<file path="src/rtl/fifo_status.sv">
// fifo_status: occupancy tracking and Pause/Continue flow-control flags for
// four independent FIFO channels.
// Optional feature macro: FIFO_STATUS_ERR_EN. When it is defined, err carries
// sticky per-channel overflow/underflow flags. When it is undefined, err is
// tied to zero and overflow/underflow are silently ignored.
//
// Handshake: push[i]/pop[i] are single-cycle strobes sampled on each rising
// CLK edge. There is no back-pressure. The producer and consumer are expected
// to honour full/empty and Pause/Continue. Strobes that would overflow or
// underflow the counter are absorbed without corrupting it.
//
// Each channel's flow FSM state is visible directly on Pause
// (Pause[i]=1 <=> PAUSED).
module fifo_status #(
   parameter int DEPTH  = 8,
   parameter int HI_DEF = 6,
   parameter int LO_DEF = 2
) (
   input  logic       CLK,
   input  logic       reset,
   input  logic       set_init,
   input  logic [3:0] hi_in,
   input  logic [3:0] lo_in,
   input  logic [3:0] push,
   input  logic [3:0] pop,
   output logic [3:0] empty,
   output logic [3:0] full,
   output logic [3:0] Pause,
   output logic [3:0] Continue,
   output logic [3:0] err
);

   localparam int         NCH     = 4;
   localparam logic [3:0] DEPTH_C = 4'(DEPTH);
   localparam logic [3:0] HI_C    = 4'(HI_DEF);
   localparam logic [3:0] LO_C    = 4'(LO_DEF);

   typedef enum logic {FLOW = 1'b0, PAUSED = 1'b1} state_t;

   logic [3:0]     count_q [NCH];
   logic [3:0]     count_d [NCH];
   state_t         state_q [NCH];
   state_t         state_d [NCH];
   logic [3:0]     hi_q;
   logic [3:0]     lo_q;
   logic [NCH-1:0] ovf;
   logic [NCH-1:0] udf;
   logic [NCH-1:0] empty_d;
   logic [NCH-1:0] full_d;
   logic [NCH-1:0] cont_d;
   logic           load_ok;

   // Next occupancy per channel, plus overflow/underflow detection.
   always_comb begin
      for (int i = 0; i < NCH; i++) begin
         count_d[i] = count_q[i];
         ovf[i]     = 1'b0;
         udf[i]     = 1'b0;
         case ({push[i], pop[i]})
            2'b10: begin
               if (count_q[i] < DEPTH_C) count_d[i] = count_q[i] + 4'd1;
               else                      ovf[i]     = 1'b1;
            end
            2'b01: begin
               if (count_q[i] != 4'd0) count_d[i] = count_q[i] - 4'd1;
               else                    udf[i]     = 1'b1;
            end
            2'b11: begin
               // Pop of an empty FIFO is suppressed; the push still lands.
               if (count_q[i] == 4'd0) begin
                  count_d[i] = 4'd1;
                  udf[i]     = 1'b1;
               end
            end
            default: ;
         endcase
      end
   end

   // Flow FSM next state and status flags, all from the post-update count.
   always_comb begin
      for (int i = 0; i < NCH; i++) begin
         state_d[i] = state_q[i];
         case (state_q[i])
            FLOW:    if (count_d[i] >= hi_q) state_d[i] = PAUSED;
            PAUSED:  if (count_d[i] <= lo_q) state_d[i] = FLOW;
            default: state_d[i] = FLOW;
         endcase
         empty_d[i] = (count_d[i] == 4'd0);
         full_d[i]  = (count_d[i] == DEPTH_C);
         cont_d[i]  = (state_q[i] == PAUSED) && (state_d[i] == FLOW);
      end
   end

   // A threshold pair is accepted only if it leaves a hysteresis band inside the FIFO.
   always_comb begin
      load_ok = (lo_in < hi_in) && (hi_in <= DEPTH_C);
   end

   // Counters, FSM states and registered status flags.
   always_ff @(posedge CLK) begin
      if (!reset) begin
         for (int i = 0; i < NCH; i++) begin
            count_q[i] <= 4'd0;
            state_q[i] <= FLOW;
         end
         empty    <= 4'hF;
         full     <= 4'h0;
         Continue <= 4'h0;
      end else begin
         for (int i = 0; i < NCH; i++) begin
            count_q[i] <= count_d[i];
            state_q[i] <= state_d[i];
         end
         empty    <= empty_d;
         full     <= full_d;
         Continue <= cont_d;
      end
   end

   // Threshold registers; a new pair takes effect on the edge after it is loaded.
   always_ff @(posedge CLK) begin
      if (!reset) begin
         hi_q <= HI_C;
         lo_q <= LO_C;
      end else if (set_init && load_ok) begin
         hi_q <= hi_in;
         lo_q <= lo_in;
      end
   end

   // Pause is the FSM state itself.
   always_comb begin
      for (int i = 0; i < NCH; i++) begin
         Pause[i] = (state_q[i] == PAUSED);
      end
   end

`ifdef FIFO_STATUS_ERR_EN
   logic [NCH-1:0] err_q;

   // Sticky error flags, cleared only by reset.
   always_ff @(posedge CLK) begin
      if (!reset) err_q <= '0;
      else        err_q <= err_q | ovf | udf;
   end

   assign err = err_q;
`else
   logic unused_err;
   assign unused_err = ^{ovf, udf};
   assign err        = 4'h0;
`endif

endmodule

</file>
<file path="config.mk">
export PLATFORM = sky130hd
export DESIGN_NAME = fifo_status
export DESIGN_NICKNAME = d
export VERILOG_FILES = /design/src/rtl/fifo_status.sv
export SDC_FILE = /design/constraint.sdc
export NUM_CORES = 1
export LEC_CHECK = 0
export CAP_MARGIN = 20
export CORE_MARGIN = 1.5
export CORE_UTILIZATION = 55
export CTS_BUF_LIST = sky130_fd_sc_hd__clkbuf_16
export DETAILED_ROUTE_END_ITERATION = 10
export PLACE_DENSITY_LB_ADDON = 0.08
export SYNTH_ARGS = -nofsm -noshare
export SYNTH_HDL_FRONTEND = slang
export SYNTH_SLANG_ARGS = --single-unit
</file>
<file path="constraint.sdc">
create_clock -name CLK -period 3.7 [get_ports CLK]
set_clock_uncertainty 0.2 [all_clocks]
set_input_delay 0.555 -clock CLK [delete_from_list [all_inputs] [get_ports CLK]]
set_output_delay 0.555 -clock CLK [all_outputs]
set_load 0.02 [all_outputs]
</file>
**After elaboration in Yosys (flattened, before gate mapping)**

Memory sizes are Yosys's and may differ from the RTL's.
Index checks and enable logic that the tools add are counted.

- Register bits after elaboration: 20
- Bits in writable memories: 20
- Input bits: 19
- Output and inout port bits: 20
- Word-level logic and storage cells: 117
- Memories kept: 2

- $add $sub $neg: 8
- $lt $le $gt $ge: 14
- Eq/ne operators: 16
- Mux-type cells: 38
- Bitwise logic cells: 16
- Reduce and logical (&&, ||, !) cells: 18

Memory list:

| memory | depth | width | read ports | clocked after Yosys merged registers in | wr ports | RTL line | text |
|---|---|---|---|---|---|---|---|
| count_q | 4 | 4 | 4 | 0 | 4 | 40 | `logic [3:0] count_q [NCH];` |
| state_q | 4 | 1 | 4 | 0 | 4 | 42 | `state_t state_q [NCH];` |

Operator list:

| cell | number |
|---|---|
| $mux 4 | 16 |
| $pmux 4 s3 | 4 |
| $logic_not 4->1 | 8 |
| $add 4x1->4 const B | 4 |
| $eq 2x2->1 const B | 8 |
| $eq 4x4->1 const B | 4 |
| $ge 4x4->1 | 4 |
| $le 4x4->1 | 4 |
| $lt 4x4->1 const B | 4 |
| $reduce_bool 4->1 | 4 |
| $sub 4x1->4 const B | 4 |
| $mux 1 | 14 |
| $eq 2x1->1 const B | 4 |
| $not 1->1 | 8 |
| $or 1x1->1 | 8 |
| $pmux 1 s2 | 4 |
| $logic_and 1x1->1 | 6 |
| $le 4x4->1 const B | 1 |
| $lt 4x4->1 | 1 |

**Depth between registers and ports, before layout**

An unclocked memory read counts as a cell.

- Depth after elaboration: 9
- Mapped depth: 15
- Gate-level depth less buffers: 15

**Least setup slack after synthesis**

No wires, ideal clock.

- Kind: reg-to-reg
- From: memory count_q[3][0]
- To: memory state_q[3] (netlist name)
- Library setup time: 0.139 ns
- Arrival time: 2.543 ns
- Data required time: 3.361 ns
- Path slack: 0.818 ns
- Cell stages (with the launch flop): 15
- Clock period less this slack: 2.882 ns
- Cell sequence: dfxtp_1 inv_1 ha_1 nor2b_1 nand2b_1 ha_1 a211o_1 a22oi_1 inv_1 ha_1 nand2b_1 a21oi_1 nor2b_1 o21ai_0 a221oi_1

RTL lines:

| what | RTL line |
|---|---|
| start, declared | 40 |
| end, declared | 42 |

==> qor.csv <==
stage,metric,value,unit
clocking,CTS tree,built,
layout,most frequent cells in the layout,"ha_1, dfxtp_1, clkdlybuf4s50_1, inv_1, nand2_1",
clocking,insertion delay to the later sink of the worst-skew pair,0.28,ns
clocking,hold-fix buffers at CTS,0,
setup_path,Worst Setup SP,count_q[3][0],
setup_path,Crit Reg-Reg Endpoint,state_q[3],
grt,vias in the first global route,2354,
placed_design,Final HPWL DP,4530,µm
synth,Cell variety after synth,62,
synth,post-synthesis xor/xnor area fraction,0.283,%
setup_path,CP Max Fanout,4,
setup_path,FF-to-FF setup slack,0.41,ns
synth,Mapped Cells,364,
placed_design,Placer Congestion,0.809,
route,Initial DRC Count,51,
die,Die X,78.0,µm
route,via count,2639,
die,area of the core,0.00547,mm²
synth,post-synthesis register bit count,40,
grt,largest net degree at the start of global routing,33,
sta,max frequency,304,MHz
layout,Ant. Diodes,0,
sta,RSZ-0062 raised after global routing,false,
sta,Sum Neg Setup Slack,0,ns
placed_design,number of buffers added on ports,34,
clocking,clk root buf,clkbuf_16,
synth,synth warn,0,
layout,"commonest non-fill, non-tap cell in the layout",ha_1,
route,# DRC,0,
power_and_ir_drop,LEAKAGE,0.00164,µW
sta,Worst slew margin,45.2,%
power_and_ir_drop,power density cells,432,mW/mm²
setup_path,count of cells along the worst register-to-register path,14,
sta,final max-slew violation count,0,
die,die area,0.00608,mm²
sta,post-route minimum period,3.29,ns
clocking,clock sinks,40,
route,DR pass1 iterations,4,
synth,Mapped Area,0.00309,mm²
clocking,Clock Path Buffers,2,
synth,"FFs w/ async S/R, synth",0,%
synth,synthesized area per cell,8.50,µm²
synth,post-synthesis simple-gate area fraction,24.2,%
synth,dominant synthesized flop cell,dfxtp_1,
setup_path,Worst path depth,14,
setup_path,Worst setup EP type,flop,
route,ANT nets after route,0,
synth,Post-Synth Adder-Cell Area,19.0,%
clocking,"Reg clk slew, reported paths",0.06,ns
grt,antenna violations before repair,0,
route,drt wl/cell,13.5,µm
setup_path,CP cell instances,inv_1 > ha_1 > nor2b_1 > nand2b_1 > ha_1 > a211o_1 > a22oi_1 > inv_1 > ha_1 > nor2b_1 > o21a_1 > o21a_1 > o21ai_0 > a221oi_1,
sta,final setup vio count,0,
setup_path,Top Family by Delay on Critical Path,compound AO/OA/AOI/OAI gates,
layout,nets,455,
die,Die Y,78.0,µm
clocking,Resized cells post-CTS,0,
sta,"Period Utilization, post-route",88.9,%
sta,Hold Slack,0.260,ns
hold_path,min-delay worst type,reg -> reg,
power_and_ir_drop,maximum vdd drop,272,µV
setup_path,Setup Crit Path Kind,reg -> reg,
sta,Worst-Margin Slew,0.810,ns
synth,main combinational cell family by area after synthesis,simple AND/OR/NAND/NOR gates,
clocking,H-tree Lvls,2,
synth,multiplexer share of the synthesized area,3.56,%
run_status,status,completed,
clocking,post-CTS setup buffers,0,
setup_path,launch point of the worst reg-to-reg path,count_q[3][0],
setup_path,Critical Path End,state_q[3],
grt,Total GRT Usage,21.3,%
synth,post-synthesis sequential area ratio,25.9,%
die,num ports,39,
route,"wirelength, routed",6250,µm
layout,Layout area overhead,16.1,%
hold_path,Hold Path Depth,2,
layout,layout cells sized above 1,5.90,%
sta,final hold violations,0,
synth,Compound-Gate Fraction of Synth Area,18.4,%
setup_path,Setup crit start kind,flop,
route,routed vias/inst,5.71,
setup_path,Worst path max stage delay,0.35,ns
flow_run,max-cap violations,0,
die,# rows,27,
setup_path,"slowest stage cell, crit path",dfxtp_1,
die,initial core utilization,56.5,%
grt,global-route wire length before repair,10600,µm
grt,gr ovfl total,0,
setup_path,Critical Path AT,3.27,ns
setup_path,most frequent CP cell,ha_1,
setup_path,"Buf+Inv Stages, Crit Path",2,
setup_path,required time of the critical path,3.68,ns
synth,Post-synth EDFFs,0,
clocking,clock buffer count from CTS,5,
==> sequential cells by signal (all words and copies together), names as in the netlist <==
| register | count |
|---|---|
| Continue | 4 |
| empty | 4 |
| state_q | 4 |
| lo_q | 4 |
| count_q | 16 |
| hi_q | 4 |
| full | 4 |
==> tightest hold or removal path: cells and delay by family (launching register included) <==
kind / cells / cell delay (ns)
multiplexers: 1 / 0.05
AND/OR/NAND/NOR: 1 / 0.05
flip-flops: 1 / 0.31
==> synth_stat cells (5+ instances only) <==
cell type | count | area, µm²
a21o_1 | 10 | 75.1
nand3b_1 | 8 | 60.1
nor2_1 | 23 | 86.3
nand2_1 | 24 | 90.1
buf_2 | 7 | 35.0
dfxtp_1 | 40 | 801
clkbuf_1 | 5 | 18.8
inv_1 | 31 | 116
buf_4 | 9 | 67.6
o21ai_0 | 15 | 75.1
o21a_1 | 8 | 60.1
and2_1 | 8 | 50.1
nand2b_1 | 13 | 81.3
o211ai_1 | 6 | 45.0
ha_1 | 47 | 588
nor3_1 | 5 | 25.0
a21oi_1 | 10 | 50.1
mux2i_1 | 11 | 110
nor2b_1 | 12 | 75.1
==> worst min path at each step <==
stage | start | to
2_1_floorplan | hi_q[3] | hi_q[3]
3_3_place_gp | lo_q[2] | lo_q[2]
3_5_place_dp | hi_q[3] | hi_q[3]
4_1_cts | lo_q[2] | lo_q[2]
5_1_grt | lo_q[3] | lo_q[3]
6_report | lo_q[3] | lo_q[3]
==> final cells by class <==
type | count | area [µm²]
sequential | 40 | 801
multi-input combinational | 272 | 2040
timing repair buffer | 38 | 370
tap | 72 | 90.1
clock buffer | 5 | 125
inverter | 32 | 120
clock inverter | 3 | 46.3
fill | 477 | 1880
==> power breakdown <==
group | switching [µW] | internal, µW | total [µW]
clock network | 179 | 320 | 500
registers | 41.3 | 476 | 517
logic | 280 | 255 | 535
==> logic make-up (layout without fill, tap and decap cells) <==
| family | Yosys count | count (layout) |
|---|---|---|
| compound gates | 80 | 80 |
| mux | 11 | 11 |
| buf+inv | 55 | 78 |
| flops | 40 | 40 |
| simple gates | 129 | 129 |
| other cells | 1 | 4 |
| xor+xnor | 1 | 1 |
| fa+ha+maj | 47 | 47 |
==> per-layer routing <==
| metal | wire [µm] | vias up | GRT usage, % | share of wire, % |
|---|---|---|---|---|
| met1 | 2860 | 1245 | 25.8 | 46 |
| met4 | 87 | 0 | 6.61 | 1.4 |
| li1 | - | 1338 | - | - |
| met3 | 188 | 8 | 3.76 | 3.0 |
| met5 | 0 | - | 0 | 0 |
| met2 | 3110 | 48 | 38.1 | 50 |
==> through the flow <==
step	worst slack, ns	power, µW	utilization [%]	cells	cell area [µm²]
floorplan	0.818	917	-	367	3110
global placement	0.318	1040	62.5	454	3420
detailed placement	0.221	1060	62.5	454	3420
CTS	0.411	1560	65.7	462	3590
global route	0.0677	1660	65.7	462	3590
finish	0.412	1550	65.7	462	3590
(Power assumes the default switching activity.)
